==> config.mk <==
export PLATFORM = sky130hd
export DESIGN_NAME = axi_lite_write_master_flat
export DESIGN_NICKNAME = d
export VERILOG_FILES = /design/src/rtl/axi_lite_pkg.sv /design/src/rtl/axi_lite_write_master_if.sv /design/src/rtl/axi_lite_write_master.sv /design/src/flat_wrapper.sv
export SDC_FILE = /design/constraint.sdc
export NUM_CORES = 1
export LEC_CHECK = 0
export CAP_MARGIN = 20
export CORE_UTILIZATION = 47
export DETAILED_ROUTE_END_ITERATION = 10
export PLACE_DENSITY = 0.84
export SLEW_MARGIN = 20
export SYNTH_ARGS = -nofsm -noshare
export SYNTH_HDL_FRONTEND = slang
export SYNTH_SLANG_ARGS = --single-unit
==> constraint.sdc <==
create_clock -name clk -period 2.66 [get_ports clk]
set_clock_uncertainty 0.05 [all_clocks]
set_input_delay 0.532 -clock clk [delete_from_list [all_inputs] [get_ports clk]]
set_output_delay 0.532 -clock clk [all_outputs]
set_load 0.1 [all_outputs]
==> src/rtl/axi_lite_pkg.sv <==
// Shared AXI4-Lite definitions: write-response codes and the write-initiator
// state encoding.
package axi_lite_pkg;

  localparam logic [1:0] RESP_OKAY   = 2'b00;
  localparam logic [1:0] RESP_EXOKAY = 2'b01;
  localparam logic [1:0] RESP_SLVERR = 2'b10;
  localparam logic [1:0] RESP_DECERR = 2'b11;

  typedef enum logic [1:0] {
    IDLE,
    SEND,
    RESP
  } wr_state_e;

endpackage

==> src/rtl/axi_lite_write_master_if.sv <==
// AXI4-Lite write-side channels (AW, W, B) between an initiator and a slave.
interface axi_lite_write_master_if #(
  parameter int ADDR_WIDTH = 4,
  parameter int DATA_WIDTH = 32
);

  logic [ADDR_WIDTH-1:0]   awaddr;
  logic                    awvalid;
  logic                    awready;
  logic [DATA_WIDTH-1:0]   wdata;
  logic [DATA_WIDTH/8-1:0] wstrb;
  logic                    wvalid;
  logic                    wready;
  logic [1:0]              bresp;
  logic                    bvalid;
  logic                    bready;

  modport master (
    output awaddr, awvalid, wdata, wstrb, wvalid, bready,
    input  awready, wready, bresp, bvalid
  );

  modport slave (
    input  awaddr, awvalid, wdata, wstrb, wvalid, bready,
    output awready, wready, bresp, bvalid
  );

endinterface

==> src/rtl/axi_lite_write_master.sv <==
// Single-beat AXI4-Lite write initiator: one command in, AW+W out, B back as a
// one-cycle completion pulse, with a sticky timeout on stalled transactions.
module axi_lite_write_master
  import axi_lite_pkg::*;
#(
  parameter int ADDR_WIDTH     = 4,
  parameter int DATA_WIDTH     = 32,
  parameter int TIMEOUT_CYCLES = 256
) (
  input  logic                    clk,
  input  logic                    rst_n,
  input  logic                    cmd_valid,
  output logic                    cmd_ready,
  input  logic [ADDR_WIDTH-1:0]   cmd_addr,
  input  logic [DATA_WIDTH-1:0]   cmd_data,
  input  logic [DATA_WIDTH/8-1:0] cmd_strb,
  axi_lite_write_master_if.master axi,
  output logic                    done_valid,
  output logic [1:0]              done_resp,
  output logic                    timeout
);

  localparam int               CNT_W   = $clog2(TIMEOUT_CYCLES + 1);
  localparam logic [CNT_W-1:0] CNT_MAX = CNT_W'(TIMEOUT_CYCLES);

  wr_state_e        state;
  logic [CNT_W-1:0] cycle_cnt;
  logic             aw_done;
  logic             w_done;

  logic accept;
  logic aw_fire;
  logic w_fire;
  logic b_fire;

  assign accept  = (state == IDLE) && cmd_valid && cmd_ready;
  assign aw_fire = axi.awvalid && axi.awready;
  assign w_fire  = axi.wvalid && axi.wready;
  assign b_fire  = axi.bvalid && axi.bready;

  // NOTE: every register here is assigned with <=, so each branch below reads
  // the pre-edge value of state, the done flags and the counter.
  always_ff @(posedge clk or negedge rst_n) begin
    if (!rst_n) begin
      state       <= IDLE;
      cycle_cnt   <= '0;
      aw_done     <= 1'b0;
      w_done      <= 1'b0;
      cmd_ready   <= 1'b0;
      axi.awaddr  <= '0;
      axi.awvalid <= 1'b0;
      axi.wdata   <= '0;
      axi.wstrb   <= '0;
      axi.wvalid  <= 1'b0;
      axi.bready  <= 1'b0;
      done_valid  <= 1'b0;
      done_resp   <= RESP_OKAY;
      timeout     <= 1'b0;
    end else begin
      done_valid <= 1'b0;

      // Outstanding-cycle counter; the transaction keeps going after expiry
      // because AXI does not allow a valid to be withdrawn.
      if (state != IDLE && cycle_cnt != CNT_MAX) begin
        cycle_cnt <= cycle_cnt + CNT_W'(1);
        if (cycle_cnt == CNT_MAX - CNT_W'(1)) begin
          timeout <= 1'b1;
        end
      end

      case (state)
        IDLE: begin
          cmd_ready <= 1'b1;
          if (accept) begin
            cmd_ready   <= 1'b0;
            axi.awaddr  <= cmd_addr;
            axi.wdata   <= cmd_data;
            axi.wstrb   <= cmd_strb;
            axi.awvalid <= 1'b1;
            axi.wvalid  <= 1'b1;
            aw_done     <= 1'b0;
            w_done      <= 1'b0;
            timeout     <= 1'b0;
            cycle_cnt   <= '0;
            state       <= SEND;
          end
        end

        SEND: begin
          if (aw_fire) begin
            axi.awvalid <= 1'b0;
            aw_done     <= 1'b1;
          end
          if (w_fire) begin
            axi.wvalid <= 1'b0;
            w_done     <= 1'b1;
          end
          // AW and W may finish on the same edge or on different edges.
          if ((aw_done || aw_fire) && (w_done || w_fire)) begin
            axi.bready <= 1'b1;
            state      <= RESP;
          end
        end

        RESP: begin
          if (b_fire) begin
            axi.bready <= 1'b0;
            done_valid <= 1'b1;
            done_resp  <= axi.bresp;
            cmd_ready  <= 1'b1;
            state      <= IDLE;
          end
        end

        default: state <= IDLE;
      endcase
    end
  end

endmodule

==> src/flat_wrapper.sv <==
// flat-port wrapper written by rule: the top's interface ports become plain ports
module axi_lite_write_master_flat import axi_lite_pkg::*;
#(
  parameter int ADDR_WIDTH     = 4,
  parameter int DATA_WIDTH     = 32,
  parameter int TIMEOUT_CYCLES = 256
)
  (clk, rst_n, cmd_valid, cmd_ready, cmd_addr, cmd_data, cmd_strb, done_valid, done_resp, timeout, axi_awaddr, axi_awvalid, axi_wdata, axi_wstrb, axi_wvalid, axi_bready, axi_awready, axi_wready, axi_bresp, axi_bvalid);
  axi_lite_write_master_if #(.ADDR_WIDTH(ADDR_WIDTH), .DATA_WIDTH(DATA_WIDTH)) axi_i ();
  input  logic clk;
  input  logic rst_n;
  input  logic cmd_valid;
  output logic cmd_ready;
  input  logic [ADDR_WIDTH-1:0] cmd_addr;
  input  logic [DATA_WIDTH-1:0] cmd_data;
  input  logic [DATA_WIDTH/8-1:0] cmd_strb;
  output logic done_valid;
  output logic [1:0] done_resp;
  output logic timeout;
  output wire logic [$bits(axi_i.awaddr)-1:0] axi_awaddr;
  output wire logic [$bits(axi_i.awvalid)-1:0] axi_awvalid;
  output wire logic [$bits(axi_i.wdata)-1:0] axi_wdata;
  output wire logic [$bits(axi_i.wstrb)-1:0] axi_wstrb;
  output wire logic [$bits(axi_i.wvalid)-1:0] axi_wvalid;
  output wire logic [$bits(axi_i.bready)-1:0] axi_bready;
  input wire logic [$bits(axi_i.awready)-1:0] axi_awready;
  input wire logic [$bits(axi_i.wready)-1:0] axi_wready;
  input wire logic [$bits(axi_i.bresp)-1:0] axi_bresp;
  input wire logic [$bits(axi_i.bvalid)-1:0] axi_bvalid;
  assign axi_awaddr = axi_i.awaddr;
  assign axi_awvalid = axi_i.awvalid;
  assign axi_wdata = axi_i.wdata;
  assign axi_wstrb = axi_i.wstrb;
  assign axi_wvalid = axi_i.wvalid;
  assign axi_bready = axi_i.bready;
  assign axi_i.awready = axi_awready;
  assign axi_i.wready = axi_wready;
  assign axi_i.bresp = axi_bresp;
  assign axi_i.bvalid = axi_bvalid;
  axi_lite_write_master #(.ADDR_WIDTH(ADDR_WIDTH), .DATA_WIDTH(DATA_WIDTH), .TIMEOUT_CYCLES(TIMEOUT_CYCLES)) u_core (.clk(clk), .rst_n(rst_n), .cmd_valid(cmd_valid), .cmd_ready(cmd_ready), .cmd_addr(cmd_addr), .cmd_data(cmd_data), .cmd_strb(cmd_strb), .axi(axi_i), .done_valid(done_valid), .done_resp(done_resp), .timeout(timeout));
endmodule
==> impl_metrics.yaml <==
run_status:
  run_status: "finished clean"
die:
  top_level_ports: 96
  coreArea_sq_um: 5200
  die_y_microns: 76.1
  die_area_sq_um: 5780
  start_util_pct: 49.5
  floorplan.die.width_microns: 76.1
  row_count: 26
global_route:
  wire_length_of_the_first_global_routing_pass_microns: 10100
  initial_antenna_violation_count: 0
  grt_pass1_vias: 2212
  grt.total_usage_pct: 22.2
  gr-total-overflow: 0
  largest_net_degree_at_the_start_of_global_routing: 45
worst_setup_path:
  worst-path-buf-inv: 2
  critical-path-max-stage-delay_ps: 570
  cp.arrival_ps: 2040
  worstSetupPathType: "input pin to flip-flop"
  critical_path_peak_fanout: 36
  crit_chain: "clkdlybuf4s50_1 -> and4bb_1 -> buf_12 -> nand2_1 -> nand2_1"
  crit_path_frequent_cell: "sky130_fd_sc_hd__nand2_1"
  timing.critical_path.to_type: "flip-flop"
  worstSetupStartpointType: "input pin"
  worst_path_cell_with_the_longest_stage_delay: "sky130_fd_sc_hd__clkdlybuf4s50_1"
  timing.critical_path.max_delay_family: "buffers and inverters"
  critical_path_required_ps: 2860
placed_design:
  gpl.final_weighted_congestion: 0.800
  half_perimeter_wire_length_after_placement_microns: 4050
  placement.io_buffers: 95
sta:
  report.final.hold_viol_count: 0
  achievable_clock_frequency_mhz: 544
  unrepaired_setup_endpoints_after_global_routing: "false"
  relative_slew_slack_pct: 56.4
  fin_tns_setup_ps: 0
  tightestPinTransition_ps: 654
  finalCritPeriodShare_pct: 69.2
  period_minus_slack_ps: 1840
  maxSlewViolCount: 0
  timing.final.setup_violations: 0
yosys:
  synth_seq_area_share_pct: 59.2
  postSynth.asyncResetShare_pct: 100
  yosys_most_used_dff: "sky130_fd_sc_hd__dfrtp_1"
  synthesis.nets: 321
  syn-instance-count: 270
  synth.ff_latch_count: 61
  synth_cell_type_count: 36
  synthesis.area_sq_um: 2580
  synth_warnings: 0
  synth_edf_count: 0
  synth.avg_cell_area_sq_um: 9.55
route:
  vias: 2179
  antenna_left: 0
  number_of_remaining_drc_errors: 0
  detail_route.first_pass.iterations: 4
  vias_per_cell: 4.93
  drt_first_iter_violations: 94
  route.final.wire_length_microns: 5850
  post_drt_wl_per_cell_microns: 13.2
finish:
  nNetsFinal: 418
  antennaDiodeCount: 0
  share_of_cells_above_drive_strength_1_pct: 20.2
  area_growth_syn_to_layout_pct: 42.6
clock_tree:
  numCtsBuffers: 9
  cts.clk_slew.worst_paths_ps: 70
  tritoncts_num_sinks: 61
  clockBufferDepth: 2
  ctsHoldBuffers: 0
  clock_tree.root_cell: "sky130_fd_sc_hd__clkbuf_8"
  clk_latency_ps: 310
  cts_tree: "done"
  post_cts_buffers: 0
  cts_repair_resize_count: 0
  ctsHtreeMaxLevel: 3
job:
  drv.max_cap_violation_count: 0
min_path:
  min-delay-path-class: "input pin to asynchronous set/reset pin"
==> cell usage after synthesis, types with 3 or more instances <==
library cell	count	share of area, %
sky130_fd_sc_hd__nor2_1	9	1.3
sky130_fd_sc_hd__dfrtp_1	61	59
sky130_fd_sc_hd__buf_2	7	1.4
sky130_fd_sc_hd__a21oi_1	9	1.7
sky130_fd_sc_hd__nand2_1	124	18
sky130_fd_sc_hd__inv_1	7	1.0
sky130_fd_sc_hd__o21ai_0	7	1.4
sky130_fd_sc_hd__buf_4	4	1.2
sky130_fd_sc_hd__a31oi_1	3	0.73
sky130_fd_sc_hd__ha_1	3	1.5
sky130_fd_sc_hd__o211ai_1	3	0.87
==> final timing paths <==
path	start	slack, ps	cells after the start	end
min in group clk	u_core.axi.wdata[7]	420	2	u_core.axi.wdata[7]
setup / recovery	cmd_valid	820	5	u_core.axi.wdata[13]
setup reg to reg	u_core.state[1]	900	4	u_core.axi.wdata[13]
hold / removal	rst_n	190	1	u_core.axi.wdata[4]
max in group asynchronous	rst_n	1640	2	u_core.axi.wstrb[3]
hold reg to reg	u_core.axi.wdata[7]	420	2	u_core.axi.wdata[7]
==> cell families after synthesis <==
family | share of synthesized area, %
AOI/OAI and AO/OA | 8.88
xor gates and xnor gates | 0.680
adders and majority gates | 1.46
buffers and inverters | 4.42
DFF | 59.2
muxes | 1.26
and+or+nand+nor | 24.1
==> metrics by stage <==
stage / worst slack [ps] / utilization [%] / area [sq um] / hold slack (ps) / cells
finish: 820 / 70.6 / 3680 / 192 / 442
global route: 727 / 70.6 / 3680 / 233 / 442
CTS: 833 / 70.6 / 3680 / 202 / 442
detailed placement: 493 / 66.3 / 3450 / 413 / 426
global placement: 581 / 66.3 / 3450 / 409 / 426
floorplan: 846 / - / 2580 / 186 / 270
==> layout by cell type, fill, tap and decap left out, drive strengths merged <==
master | netlist | final
and4bb | 2 | 2
nand4 | 1 | 1
o2111ai | 2 | 2
nand4bb | 1 | 1
or3 | 1 | 1
a31oi | 3 | 3
buf | 13 | 53
o211ai | 3 | 3
or2 | 1 | 1
a21o | 2 | 2
nand3 | 3 | 3
a32o | 1 | 1
bufinv | 0 | 2
a311oi | 1 | 1
nand3b | 1 | 1
ha | 3 | 3
a21boi | 1 | 1
nor2 | 9 | 9
a21oi | 9 | 9
o2bb2ai | 2 | 2
o21ai | 7 | 7
and3b | 1 | 1
nand2 | 124 | 124
clkbuf | 0 | 12
dfrtp | 61 | 61
clkinv | 0 | 2
a211oi | 1 | 1
nand4b | 1 | 1
a22o | 1 | 1
o31ai | 2 | 2
inv | 7 | 7
nor4 | 1 | 1
mux2 | 2 | 2
xor2 | 2 | 2
mux2i | 1 | 1
clkdlybuf4s50 | 0 | 46
==> per-layer routing <==
| layer | share of wire, % | global-route usage, % |
|---|---|---|
| met5 | 0 | 0 |
| met2 | 50 | 37.1 |
| met4 | 0.39 | 7.50 |
| met1 | 44 | 28.8 |
| met3 | 5.3 | 4.79 |
==> state kept, by name, summed over array words and instances (netlist names), 2 cells and up <==
signal,flops
u_core.axi.awaddr,4
u_core.axi.wstrb,4
u_core.state,2
u_core.axi.wdata,32
u_core.cycle_cnt,9
u_core.done_resp,2
==> worst reg2reg max path, delay by kind of cell (launching register included) <==
family                 cells  cell delay (ps)
and+or+nand+nor            3              820
DFF                        1              580
buffers and inverters      1              250
==> layout make-up <==
cell class,instances,area (sq um)
Fill cell,430,1530
Sequential cell,61,1530
Multi-Input combinational cell,189,942
Timing Repair Buffer,99,868
Clock buffer,12,155
Tap cell,70,87.6
Clock inverter,4,70.1
Inverter,7,26.3
Power is not shown: default switching activity piles up to over one toggle a cycle in this logic, so the estimate is an artifact.
